<file path="config.mk">
export PLATFORM = sky130hd
export DESIGN_NAME = strange_panel
export DESIGN_NICKNAME = d
export VERILOG_FILES = /design/src/rtl/strange_pkg.sv /design/src/rtl/button_conditioner.sv /design/src/rtl/strange_panel.sv
export SDC_FILE = /design/constraint.sdc
export NUM_CORES = 1
export LEC_CHECK = 0
export ABC_AREA = 1
export ABC_CLOCK_PERIOD_IN_PS = 8300
export BUFFER_PORTS_ARGS = -buffer_cell sky130_fd_sc_hd__buf_2
export CAP_MARGIN = 20
export CORE_UTILIZATION = 50
export CTS_CLUSTER_DIAMETER = 30
export CTS_CLUSTER_SIZE = 30
export DETAILED_ROUTE_END_ITERATION = 10
export GPL_TIMING_DRIVEN = 0
export PLACE_DENSITY = 0.74
export SLEW_MARGIN = 0
export SYNTH_ARGS = -nofsm -noshare
export SYNTH_HDL_FRONTEND = slang
export SYNTH_HIERARCHICAL = 1
export SYNTH_SLANG_ARGS = --single-unit
</file>
<file path="constraint.sdc">
create_clock -name clk -period 8.3 [get_ports clk]
set_input_delay 0.415 -clock clk [delete_from_list [all_inputs] [get_ports clk]]
set_output_delay 0.415 -clock clk [all_outputs]
set_load 0.01 [all_outputs]
</file>
<file path="src/rtl/strange_pkg.sv">
// rtl/strange_pkg.sv - shared types and helpers for the strange_panel display front end
package strange_pkg;

  typedef enum logic [1:0] {
    LIVE = 2'd0,
    HIST = 2'd1,
    SUM  = 2'd2
  } mode_t;

  localparam logic [6:0] SEG_BLANK = 7'b0000000;

  // Segment order {g,f,e,d,c,b,a}, active-high.
  function automatic logic [6:0] hex_to_seg(input logic [3:0] h);
    logic [6:0] s;
    case (h)
      4'h0: s = 7'h3F;
      4'h1: s = 7'h06;
      4'h2: s = 7'h5B;
      4'h3: s = 7'h4F;
      4'h4: s = 7'h66;
      4'h5: s = 7'h6D;
      4'h6: s = 7'h7D;
      4'h7: s = 7'h07;
      4'h8: s = 7'h7F;
      4'h9: s = 7'h6F;
      4'hA: s = 7'h77;
      4'hB: s = 7'h7C;
      4'hC: s = 7'h39;
      4'hD: s = 7'h5E;
      4'hE: s = 7'h79;
      default: s = 7'h71;
    endcase
    return s;
  endfunction

  // Value is one plus the index of the highest set switch, zero when none are set.
  function automatic logic [3:0] encode_choice(input logic [14:0] bits);
    logic [3:0] v;
    v = 4'd0;
    for (int i = 0; i < 15; i++) begin
      if (bits[i]) v = 4'(i + 1);
    end
    return v;
  endfunction

endpackage

</file>
<file path="src/rtl/button_conditioner.sv">
// rtl/button_conditioner.sv - synchroniser, debounce and rising-edge pulse for one raw button
module button_conditioner #(
  parameter int DEBOUNCE_CYCLES = 4
) (
  input  logic clk,
  input  logic rst,
  input  logic raw,
  output logic pulse
);

  localparam int CW = (DEBOUNCE_CYCLES > 1) ? $clog2(DEBOUNCE_CYCLES) : 1;
  localparam logic [CW-1:0] CNT_LAST = CW'(DEBOUNCE_CYCLES - 1);

  logic          sync1;
  logic          sync2;
  logic          level;
  logic          level_d;
  logic [CW-1:0] cnt;

  // Counter tracks consecutive samples disagreeing with the accepted level.
  always_ff @(posedge clk or negedge rst) begin
    if (!rst) begin
      sync1   <= 1'b0;
      sync2   <= 1'b0;
      level   <= 1'b0;
      level_d <= 1'b0;
      cnt     <= '0;
      pulse   <= 1'b0;
    end else begin
      sync1   <= raw;
      sync2   <= sync1;
      level_d <= level;
      pulse   <= level & ~level_d;
      if (sync2 == level) begin
        cnt <= '0;
      end else if (cnt == CNT_LAST) begin
        level <= sync2;
        cnt   <= '0;
      end else begin
        cnt <= cnt + 1'b1;
      end
    end
  end

endmodule

</file>
<file path="src/rtl/strange_panel.sv">
// rtl/strange_panel.sv - debounced digit entry with history, rotate/clear/sum modes and multiplexed display
module strange_panel
  import strange_pkg::*;
#(
  parameter int DIGIT_NUM       = 7,
  parameter int HISTORY_DEPTH   = 4,
  parameter int DEBOUNCE_CYCLES = 4,
  parameter int SCAN_CYCLES     = 1000
) (
  input  logic                     clk,
  input  logic                     rst,
  input  logic [DIGIT_NUM-1:0]     digit_choice,
  input  logic                     digit_load,
  input  logic                     digit_change,
  input  logic                     mode_change,
  output logic [6:0]               display,
  output logic [HISTORY_DEPTH-1:0] an,
  output logic                     digit_load_indicator
);

  localparam int CNT_W  = $clog2(HISTORY_DEPTH + 1);
  localparam int IDX_W  = $clog2(HISTORY_DEPTH);
  localparam int SUM_W  = $clog2(HISTORY_DEPTH * 15 + 1);
  localparam int SCAN_W = (SCAN_CYCLES > 1) ? $clog2(SCAN_CYCLES) : 1;

  localparam logic [CNT_W-1:0]  CNT_FULL  = CNT_W'(HISTORY_DEPTH);
  localparam logic [IDX_W-1:0]  IDX_LAST  = IDX_W'(HISTORY_DEPTH - 1);
  localparam logic [SCAN_W-1:0] SCAN_LAST = SCAN_W'(SCAN_CYCLES - 1);

  logic load_pulse;
  logic change_pulse;
  logic mode_pulse;

  button_conditioner #(.DEBOUNCE_CYCLES(DEBOUNCE_CYCLES)) u_load (
    .clk  (clk),
    .rst  (rst),
    .raw  (digit_load),
    .pulse(load_pulse)
  );

  button_conditioner #(.DEBOUNCE_CYCLES(DEBOUNCE_CYCLES)) u_change (
    .clk  (clk),
    .rst  (rst),
    .raw  (digit_change),
    .pulse(change_pulse)
  );

  button_conditioner #(.DEBOUNCE_CYCLES(DEBOUNCE_CYCLES)) u_mode (
    .clk  (clk),
    .rst  (rst),
    .raw  (mode_change),
    .pulse(mode_pulse)
  );

  logic [DIGIT_NUM-1:0] choice_s1;
  logic [DIGIT_NUM-1:0] choice_s2;
  logic [3:0]           value;

  always_ff @(posedge clk or negedge rst) begin
    if (!rst) begin
      choice_s1 <= '0;
      choice_s2 <= '0;
    end else begin
      choice_s1 <= digit_choice;
      choice_s2 <= choice_s1;
    end
  end

  assign value = encode_choice(15'(choice_s2));

  mode_t            mode;
  logic [3:0]       hist [HISTORY_DEPTH];
  logic [CNT_W-1:0] cnt;
  logic [3:0]       oldest;

  always_comb begin
    oldest = 4'd0;
    for (int i = 0; i < HISTORY_DEPTH; i++) begin
      if (CNT_W'(i + 1) == cnt) oldest = hist[i];
    end
  end

  // Mode beats change beats load; losers in the same cycle are dropped.
  always_ff @(posedge clk or negedge rst) begin
    if (!rst) begin
      mode                 <= LIVE;
      cnt                  <= '0;
      digit_load_indicator <= 1'b0;
      for (int i = 0; i < HISTORY_DEPTH; i++) hist[i] <= 4'd0;
    end else begin
      digit_load_indicator <= 1'b0;
      if (mode_pulse) begin
        case (mode)
          LIVE:    mode <= HIST;
          HIST:    mode <= SUM;
          default: mode <= LIVE;
        endcase
      end else if (change_pulse) begin
        if (mode == LIVE) begin
          cnt <= '0;
          for (int i = 0; i < HISTORY_DEPTH; i++) hist[i] <= 4'd0;
        end else if (mode == HIST && cnt > CNT_W'(1)) begin
          hist[0] <= oldest;
          for (int i = 1; i < HISTORY_DEPTH; i++) begin
            if (CNT_W'(i) < cnt) hist[i] <= hist[i-1];
          end
        end
      end else if (load_pulse) begin
        hist[0] <= value;
        for (int i = 1; i < HISTORY_DEPTH; i++) hist[i] <= hist[i-1];
        if (cnt != CNT_FULL) cnt <= cnt + 1'b1;
        digit_load_indicator <= 1'b1;
      end
    end
  end

  logic [SUM_W-1:0] sum;
  logic [7:0]       sum_ext;

  always_comb begin
    sum = '0;
    for (int i = 0; i < HISTORY_DEPTH; i++) begin
      if (CNT_W'(i) < cnt) sum = sum + SUM_W'(hist[i]);
    end
  end

  assign sum_ext = 8'(sum);

  logic [SCAN_W-1:0] scan_cnt;
  logic [IDX_W-1:0]  scan_idx;
  logic              cur_valid;
  logic [3:0]        cur_val;

  always_comb begin
    cur_valid = 1'b0;
    cur_val   = 4'd0;
    case (mode)
      LIVE: begin
        if (scan_idx == '0) begin
          cur_valid = 1'b1;
          cur_val   = value;
        end
      end
      HIST: begin
        for (int i = 0; i < HISTORY_DEPTH; i++) begin
          if (IDX_W'(i) == scan_idx && CNT_W'(i) < cnt) begin
            cur_valid = 1'b1;
            cur_val   = hist[i];
          end
        end
      end
      default: begin
        if (scan_idx == IDX_W'(0)) begin
          cur_valid = 1'b1;
          cur_val   = sum_ext[3:0];
        end else if (scan_idx == IDX_W'(1)) begin
          cur_valid = 1'b1;
          cur_val   = sum_ext[7:4];
        end
      end
    endcase
  end

  always_ff @(posedge clk or negedge rst) begin
    if (!rst) begin
      scan_cnt <= '0;
      scan_idx <= '0;
      an       <= HISTORY_DEPTH'(1);
      display  <= SEG_BLANK;
    end else begin
      if (scan_cnt == SCAN_LAST) begin
        scan_cnt <= '0;
        scan_idx <= (scan_idx == IDX_LAST) ? '0 : scan_idx + 1'b1;
      end else begin
        scan_cnt <= scan_cnt + 1'b1;
      end
      an      <= HISTORY_DEPTH'(1) << scan_idx;
      display <= cur_valid ? hex_to_seg(cur_val) : SEG_BLANK;
    end
  end

endmodule

</file>
==> results.toml <==
[status]
status = "finished clean"

[floorplan]
die_h_um = 95.1
die-area_um2 = 9050
core_area_um2 = 8300
io_pins = 24
fp-row-count = 33
fp.dieW_um = 95.1
start_util = 0.523

[sta]
maxClockFrequency_ghz = 0.203
maxSlewHeadroom = 0.584
worstMarginPinSlew_ns = 0.624
rsz0062_at_grt = "false"
timing.final.hold_violations = 0
fin_skew_ns = 0.00920
period_minus_slack_ns = 4.92
finalSetupTns_ns = 0
setup_slack_ns = 3.38
min_period_over_period = 0.593
drv_slew = 0
setup-violations-final = 0

[clocking]
cts-root-buf = "clkbuf_8"
clkLatencyLatePin_ns = 0.36
cts_num_sinks = 80
clk_path_buf_depth = 2
cts_tree = "built"
numCtsBuffers = 9
htree_levels = 3
ctsResizeCount = 0
clk_pin_slew_worst_paths_ns = 0.09

[synthesis]
synth_cell_types = 40
ys_warn_count = 6
synth.ff_latch_count = 80
synth_nets = 562
seq_area_frac_synth = 0.462
synthCells = 518
synth_area_um2 = 4340
avgSynthCellArea_um2 = 8.37

[min_path]
hp-start = "digit_change"
hold_path_end = "u_change/sync1"
min_delay_path_depth = 1
hp-class = "input port to flop"

[grt]
first_global_vias = 3404
grt_util_met3 = 0.0431
busiest_layer = "met2"
antenna_found_initial = 0
met1_usage = 0.280
grt.total_usage = 0.221
grt_overflow = 0
use_met2 = 0.371
grt_pass1_wl_mm = 15.3
grt_max_degree = 75

[routing]
routed_wl_mm = 8.85
routedWlPerCell_um = 13.3
drt-initial-drc-count = 203
vias_per_cell = 5.36
via_count = 3560
final_antenna_net_count = 0
drc = 0
drt_first_pass_iters = 5

[setup_path]
worst_path_max_delay_cell = "dfrtp_1"
critical_path_class = "flop to flop"
worstSetupStartpointType = "flop"
end_kind = "flop"
cpMostUsedCell = "nand2_1"
reg2reg_depth = 29
worstReg2RegStart = "cnt[1]"
r2r-end = "display[0]"
cp_max_fo = 5
critPathMaxStageDelay_ns = 0.48
cp.required_ns = 8.59
crit_arrival_ns = 5.21
r2r_slack_ns = 3.38

[layout]
finalCoreUtilization = 0.583
layout_commonest_cell = "nand2_1"
area_growth_pct = 11.5
fin_nets = 598
drive_above_1_share = 0.127
num-fill-cells = 752
num_antenna_cells = 0
layout_common_cells = "nand2_1 (104), inv_1 (82), dfrtp_1 (79), nor2_1 (50), o21ai_0 (35)"
multi_input_area_um2 = 1980
regArea_um2 = 2000

[power]
p_leak_nw = 2.52
clock_power_share = 0.177
p_sw_w = 0.000774
powerDensity_nw_per_um2 = 354
p_sw_frac = 0.452
power_frac_comb = 0.498
pwr-share-seq = 0.325
vdd_ir_drop_max_mv = 0.192
p_int_w = 0.000939

[placed_design]
post-place-ws_ns = 3.45
gp_congestion = 0.960
hpwl_mm = 6.58
portBuffers = 23

[flow_run]
maxCapViolations = 0
[registers in the layout, summed over array words and instances, names as in the netlist, 2 cells and up]
| name | count |
|---|---|
| an | 4 |
| choice_s1 | 7 |
| choice_s2 | 7 |
| cnt | 3 |
| display | 7 |
| hist | 16 |
| mode | 2 |
| scan_cnt | 10 |
| scan_idx | 2 |
| u_change/cnt | 2 |
| u_load/cnt | 2 |
| u_mode/cnt | 2 |
[worst max-delay path: cells and delay by family (launching register included)]
kind	cells	cell delay, ns
buf+inv	6	0.50
fa+ha+maj	5	1.68
compound gates	3	0.67
simple gates	15	1.51
flops	1	0.48
[kinds of logic after synthesis]
family | Yosys count | share of synthesized area
adder cells (fa/ha/maj) | 32 | 0.0975
buffers and inverters | 90 | 0.0805
flip-flops | 80 | 0.462
AND/OR/NAND/NOR | 220 | 0.224
XOR/XNOR | 1 | 0.00202
AO/OA/AOI/OAI | 95 | 0.134
[layout make-up]
class,instances,area share
plain buffers,3,0.00414
well taps,105,0.0272
clock inverters,6,0.0153
clock buffers,10,0.0285
flip-flops and latches,80,0.414
repair buffers,25,0.0321
multi-input cells,348,0.410
inverters,87,0.0681
[repair_timing]
action                                 CTS  global route
buffers inserted                         0             0
hold buffers                             1             0
endpoints found under the hold margin    6             0
[per-stage QoR]
stage / total power, W / hold slack, ns / instance area (um2) / std cells
floorplan: 0.00120 / 0.119 / 4340 / 518
global placement: 0.00137 / 0.333 / 4580 / 646
detailed placement: 0.00140 / 0.244 / 4610 / 647
CTS: 0.00171 / 0.147 / 4830 / 664
global route: 0.00187 / 0.138 / 4830 / 664
finish: 0.00171 / 0.156 / 4830 / 664
[Yosys cell counts (all sizes together)]
cell       n  area, um2
nand2    117        492
inv       87        329
dfrtp     79       1980
nor2      51        199
o21ai     41        216
nand3     34        180
a21oi     30        173
ha        29        363
nor3       9       45.0
o211ai     6       50.1
or2        6       37.5
o22ai      4       25.0
a22oi      3       22.5
fa         3       60.1
a221o      2       20.0
a221oi     2       17.5
buf        2       16.3
nand4      2       12.5
o221ai     2       17.5
a211oi     1       7.51
a2bb2oi    1       8.76
a31oi      1       6.26
clkbuf     1       3.75
dfstp      1       26.3
nor4       1       6.26
o2111ai    1       8.76
o21bai     1       7.51
xor2       1       8.76
[power by group through the flow]
stage	clock [W]	sequential, W	combinational [W]
2_1_floorplan	0	0.000554	0.000647
3_3_place_gp	0	0.000558	0.000813
3_5_place_dp	0	0.000562	0.000842
4_1_cts	0.000309	0.000556	0.000850
5_1_grt	0.000324	0.000569	0.000982
6_report	0.000303	0.000556	0.000854
[how the worst max path moves through the flow]
stage                 from         end  slack [ns]  depth (start not counted)
floorplan           cnt[1]  display[0]        4.05                         29
global placement    cnt[1]  display[0]        3.56                         29
detailed placement  cnt[1]  display[0]        3.45                         29
CTS                 cnt[1]  display[0]        3.40                         29
global route        cnt[1]  display[5]        2.97                         27
finish              cnt[1]  display[0]        3.38                         29
[routing by layer]
metal	vias to the layer above	routed length, um
met5	-	0
met4	0	174
met3	18	428
met2	115	4290
met1	1676	3960
li1	1751	-
Note: power is estimated with default switching activity, not from simulation.
